===== config.mk =====
export PLATFORM = sky130hd
export DESIGN_NAME = sram_fifo_ctrl_flat
export DESIGN_NICKNAME = d
export VERILOG_FILES = /design/src/rtl/sram_fifo_pkg.sv /design/src/rtl/sram_fifo_ctrl_if.sv /design/src/rtl/sram_fifo_ctrl.sv /design/src/flat_wrapper.sv
export SDC_FILE = /design/constraint.sdc
export NUM_CORES = 1
export LEC_CHECK = 0
export BUFFER_PORTS_ARGS = -buffer_cell sky130_fd_sc_hd__buf_4
export CAP_MARGIN = 20
export CORE_UTILIZATION = 49
export CTS_CLUSTER_DIAMETER = 50
export DETAILED_ROUTE_END_ITERATION = 12
export PLACE_DENSITY_LB_ADDON = 0.3
export SLEW_MARGIN = 5
export SYNTH_ARGS = -nofsm -noshare
export SYNTH_HDL_FRONTEND = slang
export SYNTH_SLANG_ARGS = --single-unit

===== constraint.sdc =====
create_clock -name clk -period 6 [get_ports clk]
set_clock_uncertainty 0.2 [all_clocks]
set_input_delay 1.2 -clock clk [delete_from_list [all_inputs] [get_ports clk]]
set_output_delay 1.2 -clock clk [all_outputs]
set_load 0.1 [all_outputs]

===== src/rtl/sram_fifo_pkg.sv =====
// Shared definitions for the SRAM-backed FIFO controller: default widths,
// occupancy counter width and the read-sequencing state encoding.
package sram_fifo_pkg;

  localparam int unsigned DW_DEFAULT = 4;
  localparam int unsigned AW_DEFAULT = 2;
  localparam int unsigned CNT_W      = AW_DEFAULT + 1;

  // IDLE: no read outstanding; RD_WAIT: sram_rdata valid this cycle
  typedef enum logic {
    IDLE    = 1'b0,
    RD_WAIT = 1'b1
  } state_t;

endpackage


===== src/rtl/sram_fifo_ctrl_if.sv =====
// Write/read stream bundle for sram_fifo_ctrl.
//   in_valid/in_data/in_ready    : producer -> FIFO write stream
//   out_valid/out_data/out_ready : FIFO -> consumer read stream
// master = producer/consumer side, slave = FIFO controller side.
interface sram_fifo_ctrl_if
  import sram_fifo_pkg::*;
#(
  parameter int unsigned DW = DW_DEFAULT
);

  logic          in_valid;
  logic [DW-1:0] in_data;
  logic          in_ready;
  logic          out_valid;
  logic [DW-1:0] out_data;
  logic          out_ready;

  modport master (
    output in_valid, in_data, out_ready,
    input  in_ready, out_valid, out_data
  );

  modport slave (
    input  in_valid, in_data, out_ready,
    output in_ready, out_valid, out_data
  );

endinterface


===== src/rtl/sram_fifo_ctrl.sv =====
// Single-port FIFO controller sitting in front of a DEPTH-entry synchronous
// SRAM, plus a one-entry output register (DEPTH+1 words total).
// Ports:
//   clk, rst_n            clock, async active-low reset
//   io (slave)            in_valid/in_data/in_ready write stream,
//                         out_valid/out_data/out_ready read stream
//   count, full, empty    occupancy (SRAM + in-flight read + output slot)
//   sram_addr/we/wdata    drive the SRAM; sram_rdata comes back from it
//   peak                  high-water mark of count (only when
//                         SRAM_FIFO_WMARK_EN is defined)
module sram_fifo_ctrl
  import sram_fifo_pkg::*;
#(
  parameter int unsigned DW = DW_DEFAULT,
  parameter int unsigned AW = AW_DEFAULT
) (
  input  logic          clk,
  input  logic          rst_n,
  sram_fifo_ctrl_if.slave io,
  output logic [AW:0]   count,
  output logic          full,
  output logic          empty,
  output logic [AW-1:0] sram_addr,
  output logic          sram_we,
  output logic [DW-1:0] sram_wdata,
  input  logic [DW-1:0] sram_rdata
`ifdef SRAM_FIFO_WMARK_EN
  ,
  output logic [AW:0]   peak
`endif
);

  localparam int unsigned DEPTH = 1 << AW;
  localparam int unsigned CW    = AW + 1;

  state_t        state_q;
  state_t        state_d;
  logic [AW-1:0] wr_ptr_q;
  logic [AW-1:0] rd_ptr_q;
  logic [CW-1:0] stor_cnt_q;
  logic          out_valid_q;
  logic [DW-1:0] out_data_q;
  logic          rd_go;
  logic          wr_go;
  logic          in_ready_c;

  // State register
  always_ff @(posedge clk or negedge rst_n) begin
    if (!rst_n) begin
      state_q <= IDLE;
    end else begin
      state_q <= state_d;
    end
  end

  // Next state: a read always takes exactly one wait cycle
  always_comb begin
    state_d = state_q;
    case (state_q)
      IDLE:    if (rd_go) state_d = RD_WAIT;
      RD_WAIT: state_d = IDLE;
      default: state_d = IDLE;
    endcase
  end

  // Outputs: read issue wins over write; SRAM sees a single op per cycle
  always_comb begin
    rd_go      = 1'b0;
    in_ready_c = 1'b0;
    wr_go      = 1'b0;
    sram_we    = 1'b0;
    sram_addr  = rd_ptr_q;
    sram_wdata = io.in_data;
    rd_go      = (state_q == IDLE) && (stor_cnt_q != '0) && !out_valid_q;
    in_ready_c = !full && !rd_go;
    wr_go      = io.in_valid && in_ready_c;
    if (wr_go) begin
      sram_we   = 1'b1;
      sram_addr = wr_ptr_q;
    end
  end

  // Pointers and SRAM occupancy; wr_go and rd_go are mutually exclusive
  always_ff @(posedge clk or negedge rst_n) begin
    if (!rst_n) begin
      wr_ptr_q   <= '0;
      rd_ptr_q   <= '0;
      stor_cnt_q <= '0;
    end else begin
      if (wr_go) begin
        wr_ptr_q   <= wr_ptr_q + AW'(1);
        stor_cnt_q <= stor_cnt_q + CW'(1);
      end else if (rd_go) begin
        rd_ptr_q   <= rd_ptr_q + AW'(1);
        stor_cnt_q <= stor_cnt_q - CW'(1);
      end
    end
  end

  // Output slot: capture in RD_WAIT (slot is always empty then), clear on pop
  always_ff @(posedge clk or negedge rst_n) begin
    if (!rst_n) begin
      out_valid_q <= 1'b0;
      out_data_q  <= '0;
    end else if (state_q == RD_WAIT) begin
      out_valid_q <= 1'b1;
      out_data_q  <= sram_rdata;
    end else if (out_valid_q && io.out_ready) begin
      out_valid_q <= 1'b0;
    end
  end

  assign full         = (stor_cnt_q == CW'(DEPTH));
  assign count        = stor_cnt_q + CW'(state_q == RD_WAIT) + CW'(out_valid_q);
  assign empty        = (count == '0);
  assign io.in_ready  = in_ready_c;
  assign io.out_valid = out_valid_q;
  assign io.out_data  = out_data_q;

`ifdef SRAM_FIFO_WMARK_EN
  // High-water mark of total occupancy since reset
  always_ff @(posedge clk or negedge rst_n) begin
    if (!rst_n) begin
      peak <= '0;
    end else if (count > peak) begin
      peak <= count;
    end
  end
`endif

endmodule


===== src/flat_wrapper.sv =====
// flat-port wrapper written by rule: the top's interface ports become plain ports
module sram_fifo_ctrl_flat import sram_fifo_pkg::*;
#(
  parameter int unsigned DW = DW_DEFAULT,
  parameter int unsigned AW = AW_DEFAULT
)
  (clk, rst_n, count, full, empty, sram_addr, sram_we, sram_wdata, sram_rdata, io_in_valid, io_in_data, io_out_ready, io_in_ready, io_out_valid, io_out_data);
  sram_fifo_ctrl_if #(.DW(DW)) io_i ();
  input  logic clk;
  input  logic rst_n;
  output logic [AW:0] count;
  output logic full;
  output logic empty;
  output logic [AW-1:0] sram_addr;
  output logic sram_we;
  output logic [DW-1:0] sram_wdata;
  input  logic [DW-1:0] sram_rdata;
  input wire logic [$bits(io_i.in_valid)-1:0] io_in_valid;
  input wire logic [$bits(io_i.in_data)-1:0] io_in_data;
  input wire logic [$bits(io_i.out_ready)-1:0] io_out_ready;
  output wire logic [$bits(io_i.in_ready)-1:0] io_in_ready;
  output wire logic [$bits(io_i.out_valid)-1:0] io_out_valid;
  output wire logic [$bits(io_i.out_data)-1:0] io_out_data;
  assign io_i.in_valid = io_in_valid;
  assign io_i.in_data = io_in_data;
  assign io_i.out_ready = io_out_ready;
  assign io_in_ready = io_i.in_ready;
  assign io_out_valid = io_i.out_valid;
  assign io_out_data = io_i.out_data;
  sram_fifo_ctrl #(.DW(DW), .AW(AW)) u_core (.clk(clk), .rst_n(rst_n), .io(io_i), .count(count), .full(full), .empty(empty), .sram_addr(sram_addr), .sram_we(sram_we), .sram_wdata(sram_wdata), .sram_rdata(sram_rdata));
endmodule

==> results by group <==
Critical path
  – Crit path kind: input port to output port
  – Critical path launch point type: input port
  – Worst Path Required: 4.60 ns
  – Crit Path Max Fanout: 5
  – Worst setup EP type: output port
  – Critical Path Most Common Cell: buf_4
  – Worst path slowest cell: a211o_2
  – Worst EP arrival: 2.24 ns
  – CP max stage delay: 0.33 ns
  – CP Cell Sequence: buf_4 > inv_1 > a211o_2 > mux2_4 > buf_4

CTS
  – Clock latency on the worst-skew pair: 0.27 ns
  – Root buf cell: clkbuf_4
  – TritonCTS buffer count: 3
  – Clock buffer depth: 2
  – CTS Hold Bufs: 0
  – Post-cts sizing count: 0
  – CTS tree: done
  – Setup bufs post-CTS: 0
  – Clk pin slew, worst setup/hold paths: 0.08 ns
  – H-tree depth: 1
  – CTS Sinks: 13

Die
  – Die Ht: 40.7 µm
  – Core area: 1350 µm²
  – Initial core utilization: 0.543
  – IO Pins: 30
  – Full die area: 1650 µm²
  – Chip Width: 40.7 µm
  – Num rows: 13

Global route
  – First-pass GRT wire length: 1990 µm
  – Initial antenna violation count: 0
  – Number of global-route vias before repair: 447
  – Grt ovf: 0
  – GRT Util Overall: 0.190
  – Pin count of the biggest net entering global routing: 14

Timing
  – Max Slew Vio Count: 0
  – Hold Vio Cnt, Final: 0
  – Fmax: 275 MHz
  – RSZ-0062 raised after global routing: false
  – Crit share post-route: 0.607
  – Slew margin rel.: 0.705
  – Setup TNS: 0 ns
  – Worst slew pin tran: 0.441 ns
  – Final setup violation count: 0
  – Final min period: 3.64 ns

Cells and area
  – Layout area overhead: 22.0%
  – Commonest non-fill, non-tap cells in the layout: buf_4 (21), dfrtp_1 (13), inv_1 (8)
  – Ant. Diodes: 0
  – Share of cells above drive strength 1: 0.391
  – Final nets: 103
  – Commonest non-fill, non-tap cell in the layout: buf_4

Status
  – Status: complete, no violations

Drt
  – Routed WL: 1320 µm
  – First-pass DRT Iterations: 4
  – ANT nets after route: 0
  – Avg WL per Cell: 12.9 µm
  – Initial detailed-routing violation count: 3
  – Routed vias: 544
  – DR DRC count: 0
  – Via density: 5.33

Logic synthesis
  – Post-Syn Area: 733 µm²
  – YS warnings: 0
  – Syn_area_per_cell: 10.8 µm²
  – Seq cells post-synth: 13
  – Post-Syn Instances: 68
  – Post-synthesis net count: 83
  – Top cells by area, synth: dfrtp_1 (44%), mux2_2 (6.1%), fa_1 (5.5%)
  – Post-synth top area share: 0.444
  – Sequential area share after synthesis: 0.444
  – Distinct cell type count after synthesis: 28
  – Largest area contributor in the netlist: dfrtp_1

Hold path
  – Worst min path class: flip-flop to flip-flop

Placed design
  – I/O Buffers: 21
  – Post-DP HPWL: 979 µm
  – Gpl congestion: 0.670

Run
  – MaxCap Viol Count: 0
==> critical path: cells and delay by family <==
family | cells | cell delay [ns]
muxes | 1 | 0.31
AOI/OAI and AO/OA | 1 | 0.33
buffers and inverters | 3 | 0.40
==> sequential cells by signal (all words and copies together), names as in the netlist <==
signal,flops
u_core.state_q,1
u_core.rd_ptr_q,2
u_core.io.out_data,4
u_core.wr_ptr_q,2
u_core.stor_cnt_q,3
u_core.io.out_valid,1
==> metrics by stage <==
step                 util  instances  setup slack, ns  hold slack, ns  cell area [µm²]
floorplan               -         68           0.0468           0.242              733
global placement    0.642         98             2.37           0.262              867
detailed placement  0.642         98             2.36           0.271              867
CTS                 0.663        102             2.36           0.283              895
global route        0.663        102             2.33           0.300              895
finish              0.663        102             2.36           0.283              895
==> synth_stat cells, drive strengths merged <==
library cell / n
dfrtp: 13
inv: 8
buf: 6
mux2: 5
nor2: 4
a21oi: 3
nand2: 3
o211ai: 3
xor2: 3
fa: 2
o21ai: 2
or2: 2
xnor2: 2
a211o: 1
a211oi: 1
a21o: 1
a221oi: 1
ha: 1
nor2b: 1
nor3: 1
nor3b: 1
nor4b: 1
o221a: 1
o221ai: 1
o31a: 1
==> layout make-up <==
cell class / instances / area [µm²]
Clock inverter: 1 / 5.00
Tap cell: 15 / 18.8
Fill cell: 104 / 455
Timing Repair Buffer: 21 / 158
Multi-Input combinational cell: 41 / 335
Clock buffer: 3 / 22.5
Inverter: 8 / 30.0
Sequential cell: 13 / 325
==> routing by layer <==
metal	GRT usage	vias to the layer above	routed length (µm)
li1	-	268	-
met1	0.272	250	631
met2	0.246	20	580
met3	0.0489	6	80
met4	0.133	0	23
met5	0	-	0
==> worst paths after layout <==
kind / to / cells after the start / slack [ns] / from
max in group asynchronous: u_core.io.out_valid / 1 / 4.89 / rst_n
worst min-delay path: u_core.wr_ptr_q[1] / 1 / 0.28 / u_core.wr_ptr_q[1]
worst max register to register: u_core.stor_cnt_q[2] / 5 / 3.59 / u_core.stor_cnt_q[1]
worst max-delay path: sram_addr[1] / 5 / 2.36 / io_in_valid
worst min register to register: u_core.wr_ptr_q[1] / 1 / 0.28 / u_core.wr_ptr_q[1]
min in group asynchronous: u_core.wr_ptr_q[0] / 1 / 0.55 / rst_n
==> logic make-up (layout without fill, tap and decap cells) <==
| group | Yosys count | in the layout | share of synthesized area |
|---|---|---|---|
| mux | 5 | 5 | 0.0819 |
| flops | 13 | 13 | 0.444 |
| simple gates | 13 | 13 | 0.0939 |
| fa+ha+maj | 3 | 3 | 0.0717 |
| buf+inv | 14 | 33 | 0.0990 |
| compound gates | 15 | 15 | 0.150 |
| xor+xnor | 5 | 5 | 0.0597 |
Power is left out: the tool's default activity adds up to more than one toggle a clock period on the data nets, which glitch-free logic cannot reach.
